===== config.mk =====
export PLATFORM = sky130hd
export DESIGN_NAME = tremolo_vca
export DESIGN_NICKNAME = d
export VERILOG_FILES = /design/src/rtl/tremolo_vca.sv
export SDC_FILE = /design/constraint.sdc
export NUM_CORES = 1
export LEC_CHECK = 0
export CAP_MARGIN = 10
export CORE_ASPECT_RATIO = 0.75
export CORE_MARGIN = 2
export CORE_UTILIZATION = 63
export DETAILED_ROUTE_END_ITERATION = 16
export HOLD_SLACK_MARGIN = 0.15
export PLACE_DENSITY = 0.8
export SLEW_MARGIN = 10
export SYNTH_ARGS = -nofsm -noshare
export SYNTH_HDL_FRONTEND = slang
export SYNTH_SLANG_ARGS = --single-unit

===== constraint.sdc =====
create_clock -name clk_i -period 7.38 [get_ports clk_i]
set_clock_uncertainty 0.1 [all_clocks]
set_input_delay 1.107 -clock clk_i [delete_from_list [all_inputs] [get_ports clk_i]]
set_output_delay 1.107 -clock clk_i [all_outputs]
set_load 0.01 [all_outputs]

===== src/rtl/tremolo_vca.sv =====
// Tremolo amplitude stage: derives a per-sample gain from the LFO value and a
// slewed depth setting, then scales the signed audio stream. Three-stage
// valid-qualified pipeline with no backpressure.
module tremolo_vca #(
    parameter int unsigned DW      = 16,
    parameter int unsigned MW      = 9,
    parameter int unsigned DEPTH_W = 8
) (
    input  logic                 clk_i,
    input  logic                 rst_n_i,
    input  logic                 sample_valid_i,
    input  logic [DW-1:0]        sample_i,
    input  logic [MW-1:0]        modulator_i,
    input  logic [DEPTH_W-1:0]   depth_i,
    input  logic                 bypass_i,
    output logic [DW-1:0]        sample_o,
    output logic                 sample_valid_o
);

    // Attenuation product is depth x inverted modulator, scaled back by 2^8.
    localparam int unsigned ATT_PROD_W = DEPTH_W + MW;
    localparam int unsigned ATT_SHIFT  = 8;
    // Gain is applied as a signed multiply by {0, gain} then scaled by 2^MW.
    localparam int unsigned MUL_W      = DW + MW + 1;
    localparam int unsigned GAIN_SHIFT = MW;
    localparam logic [MW-1:0] MOD_MAX  = '1;

    // Slewed depth state
    logic [DEPTH_W-1:0]     depth_s;
    logic [DEPTH_W-1:0]     depth_nxt_c;

    // Stage 1 registers
    logic                   s1_valid;
    logic signed [DW-1:0]   s1_sample;
    logic                   s1_bypass;
    logic [MW-1:0]          s1_att;

    // Stage 2 registers
    logic                   s2_valid;
    logic signed [DW-1:0]   s2_sample;
    logic                   s2_bypass;
    logic [MW-1:0]          s2_gain;

    // Combinational datapath terms
    logic [MW-1:0]          inv_mod_c;
    logic [ATT_PROD_W-1:0]  att_prod_c;
    logic [MW-1:0]          att_c;
    logic [MW-1:0]          gain_c;
    logic signed [MUL_W-1:0] mul_c;
    logic [DW-1:0]          scaled_c;

    // Depth moves one step toward the target, only on sample strobes
    always_comb begin
        depth_nxt_c = depth_s;
        if (sample_valid_i) begin
            if (depth_s < depth_i) begin
                depth_nxt_c = depth_s + DEPTH_W'(1);
            end else if (depth_s > depth_i) begin
                depth_nxt_c = depth_s - DEPTH_W'(1);
            end
        end
    end

    // Attenuation uses the depth value from before this sample's update
    always_comb begin
        inv_mod_c  = MOD_MAX - modulator_i;
        att_prod_c = ATT_PROD_W'(depth_s) * ATT_PROD_W'(inv_mod_c);
        att_c      = MW'(att_prod_c >> ATT_SHIFT);
    end

    // Gain is the complement of attenuation; att never exceeds 509
    always_comb begin
        gain_c = MOD_MAX - s1_att;
    end

    // Signed scale with arithmetic shift (floor), gain < 2^MW so no overflow
    always_comb begin
        mul_c    = MUL_W'(s2_sample) * MUL_W'($signed({1'b0, s2_gain}));
        scaled_c = DW'(mul_c >>> GAIN_SHIFT);
    end

    // Depth slew register
    always_ff @(posedge clk_i or negedge rst_n_i) begin
        if (!rst_n_i) begin
            depth_s <= '0;
        end else begin
            depth_s <= depth_nxt_c;
        end
    end

    // Stage 1: capture sample, bypass flag and attenuation
    always_ff @(posedge clk_i or negedge rst_n_i) begin
        if (!rst_n_i) begin
            s1_valid  <= 1'b0;
            s1_sample <= '0;
            s1_bypass <= 1'b0;
            s1_att    <= '0;
        end else begin
            s1_valid <= sample_valid_i;
            if (sample_valid_i) begin
                s1_sample <= sample_i;
                s1_bypass <= bypass_i;
                s1_att    <= att_c;
            end
        end
    end

    // Stage 2: convert attenuation to gain
    always_ff @(posedge clk_i or negedge rst_n_i) begin
        if (!rst_n_i) begin
            s2_valid  <= 1'b0;
            s2_sample <= '0;
            s2_bypass <= 1'b0;
            s2_gain   <= '0;
        end else begin
            s2_valid <= s1_valid;
            if (s1_valid) begin
                s2_sample <= s1_sample;
                s2_bypass <= s1_bypass;
                s2_gain   <= gain_c;
            end
        end
    end

    // Stage 3: apply gain or pass through; output holds between strobes
    always_ff @(posedge clk_i or negedge rst_n_i) begin
        if (!rst_n_i) begin
            sample_o       <= '0;
            sample_valid_o <= 1'b0;
        end else begin
            sample_valid_o <= s2_valid;
            if (s2_valid) begin
                sample_o <= s2_bypass ? s2_sample : scaled_c;
            end
        end
    end

endmodule


### Yosys cells after proc, flatten, opt, wreduce, memory -nomap -nowiden

Index checks and enable logic that the tools add are counted.

* bits in registers: 79
* output and inout bits: 17

* reduce and logical (&&, ||, !) cells: 2
* multipliers: 2
* add/sub/neg operators: 4
* muxes and demuxes: 3
* $lt $le $gt $ge: 2

Operator list (count)
* 16-bit by 10-bit multiplier with 25-bit output: 1
* 9-bit subtractor, first input constant: 2
* 8-bit by 9-bit multiplier with 17-bit output: 1
* 16-bit 2-to-1 mux: 1
* 8-bit 2-to-1 mux: 2
* 8-bit by 1-bit adder with 8-bit output, second input constant: 1
* 8-bit > comparator: 1
* 8-bit < comparator: 1
* 8-bit by 1-bit subtractor with 8-bit output, second input constant: 1
* 2-bit AND reduction: 1
* 2-bit nonzero test: 1

### Depth between registers and ports, before layout

Gate-level depths: netlist of the first run.

* word-level depth: 3
* depth in mapped cells: 23
* gate-level depth less buffers: 20

### Worst setup path before layout of the first run

No wires, ideal clock.

* kind: flip-flop to flip-flop
* start point: register s2_gain[3]
* end point: register sample_o[13]
* data required time: 7149 ps
* slack: 1756 ps
* stages on the path, launching flop included: 22
* period minus slack after synthesis: 5624 ps
* path buffers: 3
* data arrival time: 5393 ps
* cell sequence: dfrtp_1 clkbuf_1 clkbuf_1 nand2_1 fa_1 inv_1 fa_1 fa_1 fa_1 inv_1 fa_1 inv_1 ha_1 clkbuf_1 a21o_1 a21o_1 a21oi_1 o211ai_2 a21oi_4 o21bai_2 and3_1 or3_1

* word-level cells in the longest chain between the ends: 2

RTL lines
* from (decl): RTL line 42 `logic [MW-1:0] s2_gain;`
* from (signal assigned): RTL line 120 `s2_gain <= gain_c;`
* 16-bit by 10-bit multiplier with 25-bit output: RTL line 78 `mul_c = MUL_W'(s2_sample) * MUL_W'($signed({1'b0, s2_gain}));`
* 16-bit 2-to-1 mux: RTL line 133 `sample_o <= s2_bypass ? s2_sample : scaled_c;`
* to (signal assigned): RTL line 133
* to (decl): RTL line 16 `output logic [DW-1:0] sample_o,`

Every way passes these cells.
A chain may end at the register's enable or synchronous reset.

### Worst setup path in the final report of the first run

Ends and elaborated chain as after synthesis.

==> results of run 1 <==
-- worst min path at each step --
| stage | start | end | slack (ns) | cells after the start |
|---|---|---|---|---|
| floorplan | s1_valid | s2_valid | 0.25 | 0 |
| global placement | s1_att[7] | s2_gain[7] | 0.33 | 1 |
| detailed placement | s1_att[1] | s2_gain[1] | 0.33 | 1 |
| CTS | s1_att[3] | s2_gain[3] | 0.34 | 1 |
| global route | s1_att[1] | s2_gain[1] | 0.36 | 1 |
| finish | s1_att[1] | s2_gain[1] | 0.34 | 1 |
-- metal layers --
metal  up-vias  global-route usage [%]  wire length [um]  part of all wire (%)
met5         -                       0                 0                     0
met4         0                    7.48               388                   1.8
met3        40                    4.64              1430                   6.6
met2       237                    45.1             10100                    46
met1      3784                    38.1              9880                    45
li1       3490                       -                 -                     -
-- cells in the mapped netlist, drive strengths merged (4+ instances only) --
| library cell | count | share of area (%) |
|---|---|---|
| inv | 198 | 7.0 |
| fa | 160 | 30 |
| nand2 | 105 | 3.7 |
| ha | 100 | 12 |
| dfrtp | 79 | 19 |
| and2 | 64 | 3.8 |
| mux2 | 41 | 4.4 |
| nand2b | 40 | 2.4 |
| clkbuf | 39 | 1.4 |
| a21oi | 38 | 1.9 |
| nor2 | 38 | 1.3 |
| nor2b | 35 | 2.1 |
| o21ai | 24 | 1.1 |
| xnor2 | 24 | 2.0 |
| a21o | 22 | 1.6 |
| a31oi | 13 | 0.77 |
| xor2 | 12 | 0.99 |
| nand3 | 7 | 0.33 |
| buf | 6 | 0.22 |
| nand4 | 6 | 0.35 |
| o21a | 6 | 0.42 |
| nor3 | 5 | 0.24 |
| and3 | 4 | 0.25 |
| o31ai | 4 | 0.38 |
-- kinds of logic (layout without fill, tap and decap cells) --
| family | Yosys count | in the layout | share of synthesized area (%) |
|---|---|---|---|
| adders and majority gates | 260 | 260 | 42.0 |
| DFF | 79 | 79 | 18.6 |
| AOI/OAI and AO/OA | 128 | 128 | 8.20 |
| muxes | 42 | 42 | 4.45 |
| xor gates and xnor gates | 36 | 36 | 2.97 |
| buffers and inverters | 243 | 269 | 8.61 |
| and+or+nand+nor | 312 | 312 | 15.1 |
-- final cells by class --
class | instances | area [um2]
Clock buffer | 9 | 225
Clock inverter | 7 | 81.3
Fill cell | 1254 | 5120
Inverter | 198 | 743
Multi-Input combinational cell | 778 | 7710
Sequential cell | 79 | 1980
Tap cell | 215 | 269
Timing Repair Buffer | 55 | 543
-- registers in the layout (all words and copies together), names as in the netlist --
signal          cells
s2_sample          16
sample_o           16
s1_bypass           1
depth_s             8
s2_valid            1
s1_sample          16
s1_att              9
s1_valid            1
sample_valid_o      1
s2_bypass           1
s2_gain             9
-- through the flow --
stage	util (%)	cell area, um2	setup WS (ns)
2_1_floorplan	-	10600	1.76
3_3_place_gp	67.5	11200	1.58
3_5_place_dp	67.5	11200	1.49
4_1_cts	69.3	11600	1.49
5_1_grt	69.3	11600	1.07
6_report	69.3	11600	1.47
-- worst max-delay path, cell delays in order (launching register included) --
cell and delay (ns):
dfrtp_1 0.77, nand2_1 0.18, fa_1 0.58, inv_1 0.06, fa_1 0.52, fa_1 0.45, fa_1 0.55, inv_1 0.05
fa_1 0.53, inv_1 0.04, ha_1 0.38, a21o_1 0.22, a21o_1 0.17, a21oi_1 0.16, o211ai_2 0.19, a21oi_4 0.23
o21bai_2 0.08, and3_1 0.16, or3_1 0.36
-- cells in the final DEF (no fill, tap or decap), types with 3 or more instances in the layout --
| cell type | instances |
|---|---|
| fa_1 | 160 |
| xor2_1 | 12 |
| a21oi_1 | 36 |
| xnor2_1 | 24 |
| nand4_1 | 6 |
| and2_2 | 6 |
| and2_1 | 58 |
| buf_4 | 3 |
| nand2_1 | 105 |
| inv_1 | 198 |
| o21ai_0 | 22 |
| clkdlybuf4s50_1 | 52 |
| clkbuf_16 | 9 |
| nor2b_1 | 35 |
| inv_6 | 3 |
| a31oi_1 | 13 |
| nor3_1 | 5 |
| nand2b_1 | 40 |
| a21o_1 | 21 |
| nand3_1 | 7 |
| and3_1 | 3 |
| dfrtp_1 | 79 |
| nor2_1 | 38 |
| mux2_2 | 41 |
| o21a_1 | 6 |
| ha_1 | 100 |
==> summary.txt, run 1 <==
Cells and area
  – Final #Nets: 1,418
  – Share of cells above drive strength 1: 7.19%
  – Synthesis-to-finish area growth: 8.94%
  – # diodes: 0
  – Finished Layout Cells: 1,341

Clocking
  – Clock transition at the registers of the reported paths: 0.07 ns
  – CTS tree: yes
  – Clk_lat worst skew: 0.35 ns
  – Clock tree root buffer cell: clkbuf_16
  – CTS Buf Count: 9
  – Post_cts resized: 0
  – Hold_buf cts: 0
  – H-tree depth: 3
  – Longest Clk Path Bufs: 2
  – Setup bufs post-CTS: 0
  – CTS sink cnt: 79

Global route
  – Initial antenna violation count: 0
  – Vias in the first global route: 8,056
  – First-pass GRT wire length: 38,700 um
  – Largest net degree at the start of global routing: 80
  – Remaining Overflow, GRT: 0
  – Global Route Usage Sum: 27.3%

Detailed routing
  – Routed vias: 7,551
  – Avg Vias per Cell: 5.63
  – Antenna Nets Post-Route: 0
  – Routed WL: 21,800 um
  – DRC viols: 0
  – WL/cell: 16.3 um
  – Pre-Repair DR Iteration Count: 6
  – Initial DRC count: 530

Synthesis
  – Synth Instances: 1,100
  – Synth Area per Inst: 9.64 um2
  – Netlist cell types: 59
  – Post-synth ARST share: 100%
  – Seq cells post-synth: 79
  – Synth Cell Area: 10,600 um2
  – EDFF count, synth: 0
  – Synth warnings: 0
  – Post-Syn Nets: 1,397
  – Main synth FF type: dfrtp_1
  – Sequential fraction of the synthesis area: 18.6%

Place
  – # port buffers: 53
  – Placed cells: 1,325
  – Gpl congestion: 0.910
  – Detail Placement HPWL: 17,000 um

Floorplanning
  – Io pins: 54
  – Die Width: 154 um
  – Num rows: 41
  – Die Ht: 116 um
  – Initial Util: 63.6%
  – Die footprint: 17,900 um2
  – Area of the core: 16,700 um2

Timing
  – Final setup fails: 0
  – RSZ-0062 raised after global routing: no
  – Setup TNS: 0 ns
  – Crit path time final: 5.91 ns
  – Fin. max-slew vios: 0
  – Period utilisation layout: 80.1%
  – Max_slew headroom: 27.4%
  – Final Hold Slack: 0.342 ns
  – Final Hold Fails: 0
  – Slew @ Worst Pin: 1.09 ns
  – F_max: 169 MHz

Worst setup path
  – Reg2reg setup slack: 1.47 ns
  – CP endpoint: sample_o[13]
  – Critical path launch point: s2_gain[3]
  – Crit start category: register
  – Worst EP arrival: 6.04 ns
  – Worst Path Max Fanout: 17
  – Kind of critical path: reg2reg
  – R2R Path Start: s2_gain[3]
  – R2R Path End: sample_o[13]
  – R2R depth: 18
  – Endpoint class of the critical path: register
  – Critical Path RT: 7.51 ns

Run status
  – Status: finished, final reports clean

Min path
  – Worst min-delay path category: reg2reg

Job
  – Max-cap violations: 0
Power of run 1 is not shown: default switching activity piles up to over one toggle a cycle in this logic, so the estimate is an artifact.
==> run 2: changes to the inputs <==
CORE_UTILIZATION = 57   (was 63)
PLACE_DENSITY = 0.76   (was 0.8)
clock period = 5.2 ns   (was 7.38 ns; I/O delays follow)
==> summary.txt, run 2 (synthesis results as in run 1) <==
Run status
  – Status: finished, violations left (was finished, final reports clean)
  – Failing checks: negative setup slack

Worst setup path
  – Max incr delay on CP: 0.57 ns (was 0.77 ns)
  – Critical Path RT: 5.33 ns (was 7.51 ns)
  – Crit start category: register (unchanged)
  – CP bufs+invs: 3 (unchanged)
  – Worst EP arrival: 5.41 ns (was 6.04 ns)
  – Worst Path Max Fanout: 5 (was 17)
  – Cell Chain, Critical Path: buf_2 -> and2_1 -> fa_1 -> fa_1 -> fa_2 -> fa_1 -> inv_1 -> fa_1 -> inv_1 -> ha_1 -> a21o_1 -> a21o_1 -> a21o_1 -> a21o_1 -> a21oi_4 -> o21bai_2 -> and3_1 -> or3_1 (was nand2_1 -> fa_1 -> inv_1 -> fa_1 -> fa_1 -> fa_1 -> inv_1 -> fa_1 -> inv_1 -> ha_1 -> a21o_1 -> a21o_1 -> a21oi_1 -> o211ai_2 -> a21oi_4 -> o21bai_2 -> and3_1 -> or3_1)
  – CP delay by family, top: adder cells (unchanged)
  – Kind of critical path: reg2reg (unchanged)
  – Critical-path top delay cell: fa_1 (was dfrtp_1)
  – Endpoint class of the critical path: register (unchanged)

Timing
  – F_max: 189 MHz (was 169 MHz)
  – Slew @ Worst Pin: 1.14 ns (was 1.09 ns)
  – Final setup fails: 7 (was 0)
  – Max_slew headroom: 24.1% (was 27.4%)
  – RSZ-0062 raised after global routing: yes (was no)
  – Final Hold Fails: 0 (unchanged)
  – Final WS setup: -0.0832 ns (was 1.47 ns)
  – Crit path time final: 5.28 ns (was 5.91 ns)
  – Fin. max-slew vios: 0 (unchanged)
  – Period utilisation layout: 102% (was 80.1%)

Global route
  – Met3 track demand over resource: 5.14% (was 4.64%)
  – Vias in the first global route: 8,651 (was 8,056)
  – Global Route Usage Sum: 26.9% (was 27.3%)
  – Largest net degree at the start of global routing: 80 (unchanged)
  – First-pass GRT wire length: 41,900 um (was 38,700 um)
  – Remaining Overflow, GRT: 0 (unchanged)
  – M2 GR Usage: 44.1% (was 45.1%)
  – Initial antenna violation count: 0 (unchanged)
  – Grt met1 use: 37.1% (was 38.1%)
  – Busiest metal layer after global routing: met2 (unchanged)

Detailed routing
  – WL/cell: 16.7 um (was 16.3 um)
  – DRC viols: 0 (unchanged)
  – Pre-Repair DR Iteration Count: 5 (was 6)
  – Avg Vias per Cell: 5.41 (was 5.63)
  – Antenna Nets Post-Route: 0 (unchanged)
  – Routed WL: 25,000 um (was 21,800 um)
  – Routed vias: 8,109 (was 7,551)
  – Initial DRC count: 580 (was 530)

Min path
  – Worst min-delay path category: reg2reg (unchanged)

Cells and area
  – Synthesis-to-finish area growth: 21.5% (was 8.94%)
  – Register area: 1990 um2 (was 1980 um2)
  – # fillers: 1,374 (was 1,254)
  – Area of the multi-input gates: 8010 um2 (was 7710 um2)
  – Final #Nets: 1,544 (was 1,418)
  – Top Registers: s1_sample x16, s2_sample x16, sample_o x16 (unchanged)
  – Share of cells above drive strength 1: 21.5% (was 7.19%)
  – # diodes: 0 (unchanged)
  – Fin util: 70.2% (was 69.3%)
  – Commonest non-fill, non-tap cells in the layout: inv_1 (191), fa_1 (156), buf_4 (118) (was inv_1 (198), fa_1 (160), nand2_1 (105))
  – Most common cell after layout, fill and taps aside: inv_1 (unchanged)

Place
  – Detail Placement HPWL: 18,800 um (was 17,000 um)
  – # port buffers: 53 (unchanged)
  – Gpl congestion: 0.940 (was 0.910)

Floorplanning
  – Io pins: 54 (unchanged)
  – Die footprint: 19,700 um2 (was 17,900 um2)
  – Die Width: 161 um (was 154 um)
  – Die Ht: 122 um (was 116 um)
  – Num rows: 43 (was 41)
  – Initial Util: 57.8% (was 63.6%)
  – Area of the core: 18,300 um2 (was 16,700 um2)

Clocking
  – Clk_lat worst skew: 0.35 ns (about the same)
  – Clock tree root buffer cell: clkbuf_16 (unchanged)
  – Clock transition at the registers of the reported paths: 0.07 ns (about the same)
  – Longest Clk Path Bufs: 2 (unchanged)
  – CTS tree: yes (unchanged)
  – CTS Buf Count: 9 (unchanged)
  – Hold_buf cts: 0 (unchanged)
  – H-tree depth: 3 (unchanged)
  – CTS sink cnt: 79 (unchanged)

Job
  – Max-cap violations: 0 (unchanged)
-- run 2: cell types whose count changed in the layout (fill, tap and decap cells not counted), moves of 5 or more --
cell and delta:
buf_6 +8, dfrtp_2 +14, inv_1 -7, buf_4 +115, nand2_1 -9, dfrtp_1 -14, nand2_2 +5, ha_4 +9
ha_1 -9, inv_2 +7, o21ai_0 -6
-- run 2: cell type report --
type | count | area share [%]
Timing Repair Buffer | 181 | 12.0
Tap cell | 247 | 2.40
Inverter | 198 | 5.77
Multi-Input combinational cell | 778 | 62.2
Clock inverter | 7 | 0.466
Sequential cell | 79 | 15.5
Clock buffer | 9 | 1.75
-- run 2: layer usage --
layer	vias up	wire, um
met5	-	0
met4	0	435
met3	40	1520
met2	246	12000
met1	4077	11000
li1	3746	-
-- run 2: stage by stage --
| stage | setup TNS, ns | std cells | hold slack, ns | setup WS [ns] | instance area (um2) |
|---|---|---|---|---|---|
| after global placement | -1.00 | 1458 | 0.331 | -0.165 | 12100 |
| final | -0.343 | 1499 | 0.343 | -0.0832 | 12900 |
| after floorplan | 0 | 1100 | 0.252 | 0.00488 | 10800 |
| after CTS | -0.0117 | 1491 | 0.340 | -0.0117 | 12700 |
| after global routing | -1.85 | 1499 | 0.363 | -0.252 | 12900 |
| after detailed placement | -2.50 | 1458 | 0.334 | -0.268 | 12100 |
-- run 2: final timing paths --
path | slack [ns] | depth (start not counted) | end | startpoint
setup / recovery | -0.08 | 18 | sample_o[13] | s2_gain[4]
hold / removal | 0.34 | 1 | s2_gain[2] | s1_att[2]
setup reg to reg | -0.08 | 18 | sample_o[13] | s2_gain[4]
hold reg to reg | 0.34 | 1 | s2_gain[2] | s1_att[2]
max in group asynchronous | 3.77 | 1 | s2_sample[13] | rst_n_i
min in group asynchronous | 0.49 | 1 | sample_o[0] | rst_n_i
-- run 2: worst register-to-register path, cell delays in order (launching register included) --
cell,delay [ns]
dfrtp_2,0.40
buf_2,0.17
and2_1,0.17
fa_1,0.52
fa_1,0.57
fa_2,0.44
fa_1,0.49
inv_1,0.05
fa_1,0.48
inv_1,0.05
ha_1,0.21
a21o_1,0.16
a21o_1,0.19
a21o_1,0.20
a21o_1,0.21
a21oi_4,0.16
o21bai_2,0.09
and3_1,0.16
or3_1,0.37
-- run 2: repair_timing --
item                       4_1_cts  5_1_grt
setup endpoints to repair       12       15
gates resized for setup         36       40
buffers inserted                17        9
pin swaps                       33       27
Power of run 2 is left out for the same reason.
==> run 3: changes to the inputs <==
CAP_MARGIN = 20   (was 10)
REMOVE_ABC_BUFFERS = 1   (was unset)
==> summary.txt, run 3 (synthesis results as in run 1) <==
Run status
  – Status: finished, violations left (unchanged)
  – Failing checks: negative setup slack (unchanged)

Cells and area
  – Final #Nets: 1,545 (was 1,544)
  – Area of the multi-input gates: 8070 um2 (was 8010 um2)
  – Most common cell after layout, fill and taps aside: inv_1 (unchanged)
  – # diodes: 0 (unchanged)
  – # fillers: 1,320 (was 1,374)
  – Share of cells above drive strength 1: 23.0% (was 21.5%)
  – Commonest non-fill, non-tap cells in the layout: inv_1 (190), fa_1 (152), buf_4 (112) (was inv_1 (191), fa_1 (156), buf_4 (118))
  – Register area: 2000 um2 (was 1990 um2)
  – Top Registers: s1_sample x16, s2_sample x16, sample_o x16 (unchanged)
  – Finished Layout Cells: 1,500 (was 1,499)
  – Synthesis-to-finish area growth: 22.7% (was 21.5%)

Timing
  – F_max: 191 MHz (was 189 MHz)
  – Final Hold Fails: 0 (unchanged)
  – Slew @ Worst Pin: 0.776 ns (was 1.14 ns)
  – RSZ-0062 raised after global routing: yes (unchanged)
  – Final setup fails: 1 (was 7)
  – Final WS setup: -0.0347 ns (was -0.0832 ns)
  – Final Hold Slack: 0.203 ns (was 0.343 ns)
  – Period utilisation layout: 101% (was 102%)
  – Max_slew headroom: 47.9% (was 24.1%)
  – Setup TNS: -0.0347 ns (was -0.343 ns)
  – Fin. max-slew vios: 0 (unchanged)
  – Crit path time final: 5.23 ns (was 5.28 ns)

Clocking
  – Clock transition at the registers of the reported paths: 0.07 ns (about the same)
  – Hold_buf cts: 0 (unchanged)
  – Clk_lat worst skew: 0.36 ns (was 0.35 ns)
  – H-tree depth: 3 (unchanged)
  – Clock tree root buffer cell: clkbuf_16 (unchanged)
  – CTS Buf Count: 9 (unchanged)
  – Longest Clk Path Bufs: 2 (unchanged)
  – CTS sink cnt: 79 (unchanged)
  – CTS tree: yes (unchanged)

Worst setup path
  – Crit start category: register (unchanged)
  – CP bufs+invs: 4 (was 3)
  – Kind of critical path: reg2reg (unchanged)
  – Critical Path RT: 5.34 ns (was 5.33 ns)
  – Critical-path top delay cell: fa_1 (unchanged)
  – Max incr delay on CP: 0.55 ns (was 0.57 ns)
  – Cell Chain, Critical Path: buf_6 -> nand2_1 -> fa_1 -> inv_1 -> fa_2 -> fa_2 -> fa_1 -> inv_1 -> fa_1 -> inv_1 -> ha_4 -> nand4_1 -> nor3_2 -> a41oi_2 -> o211ai_2 -> a21oi_4 -> o21bai_2 -> and3_1 -> or3_1 (was buf_2 -> and2_1 -> fa_1 -> fa_1 -> fa_2 -> fa_1 -> inv_1 -> fa_1 -> inv_1 -> ha_1 -> a21o_1 -> a21o_1 -> a21o_1 -> a21o_1 -> a21oi_4 -> o21bai_2 -> and3_1 -> or3_1)
  – Endpoint class of the critical path: register (unchanged)
  – Reg2reg setup slack: -0.03 ns (was -0.08 ns)
  – Worst Path Max Fanout: 8 (was 5)
  – CP delay by family, top: adder cells (unchanged)
  – Worst EP arrival: 5.37 ns (was 5.41 ns)

Global route
  – Initial antenna violation count: 0 (unchanged)
  – Remaining Overflow, GRT: 0 (unchanged)
  – First-pass GRT wire length: 41,200 um (was 41,900 um)
  – Largest net degree at the start of global routing: 80 (unchanged)
  – Vias in the first global route: 8,517 (was 8,651)
  – Global Route Usage Sum: 26.4% (was 26.9%)

Place
  – # port buffers: 53 (unchanged)
  – Placed cells: 1,458 (unchanged)
  – Detail Placement HPWL: 18,700 um (was 18,800 um)
  – Pre-CTS setup slack: -0.289 ns (was -0.268 ns)
  – Gpl congestion: 0.905 (was 0.940)

Floorplanning
  – Die footprint: 19,700 um2 (unchanged)
  – Io pins: 54 (unchanged)
  – Die Ht: 122 um (unchanged)
  – Initial Util: 57.8% (unchanged)
  – Die Width: 161 um (unchanged)
  – Num rows: 43 (unchanged)
  – Area of the core: 18,300 um2 (unchanged)

Detailed routing
  – Routed WL: 24,500 um (was 25,000 um)
  – Avg Vias per Cell: 5.43 (was 5.41)
  – DRC viols: 0 (unchanged)
  – Antenna Nets Post-Route: 0 (unchanged)
  – Routed vias: 8,141 (was 8,109)
  – Initial DRC count: 514 (was 580)
  – Pre-Repair DR Iteration Count: 5 (unchanged)
  – WL/cell: 16.3 um (was 16.7 um)

Job
  – Max-cap violations: 0 (unchanged)

Min path
  – Worst min-delay path category: in2async (was reg2reg)
-- run 3: repair_timing --
action | 4_1_cts | 5_1_grt
pin swaps | 37 | 70
endpoints found under the setup margin | 14 | 15
gates cloned | 1 | 0
gates resized for setup | 43 | 67
buffers inserted | 15 | 9
-- run 3: cell type report --
cell class	count	area share, %
clock inverter	6	0.394
tap	247	2.38
timing repair buffer	182	12.2
clock buffer	10	1.84
multi-input combinational	778	62.1
sequential	79	15.4
inverter	198	5.71
-- run 3: final timing paths --
check                           startpoint             to  depth (start not counted)
worst max-delay path            s2_gain[4]   sample_o[13]                         19
worst min-delay path               rst_n_i   s1_sample[3]                          1
worst max register to register  s2_gain[4]   sample_o[13]                         19
worst min register to register   s1_att[1]     s2_gain[1]                          1
max in group asynchronous          rst_n_i  s2_sample[12]                          2
min in group clk_i               s1_att[1]     s2_gain[1]                          1
-- run 3: per-stage QoR --
step	utilization [%]	cell area, um2
3_5_place_dp	65.6	12000
6_report	70.9	13000
2_1_floorplan	-	10400
3_3_place_gp	65.6	12000
5_1_grt	70.9	13000
4_1_cts	68.7	12600
-- run 3: metal layers --
| layer | vias up | wire [um] | track usage (%) |
|---|---|---|---|
| met3 | 36 | 1370 | 4.26 |
| li1 | 3747 | - | - |
| met1 | 4112 | 10800 | 36.4 |
| met4 | 0 | 332 | 6.47 |
| met2 | 246 | 11900 | 44.3 |
| met5 | - | 0 | 0 |
Power of run 3 is left out for the same reason.
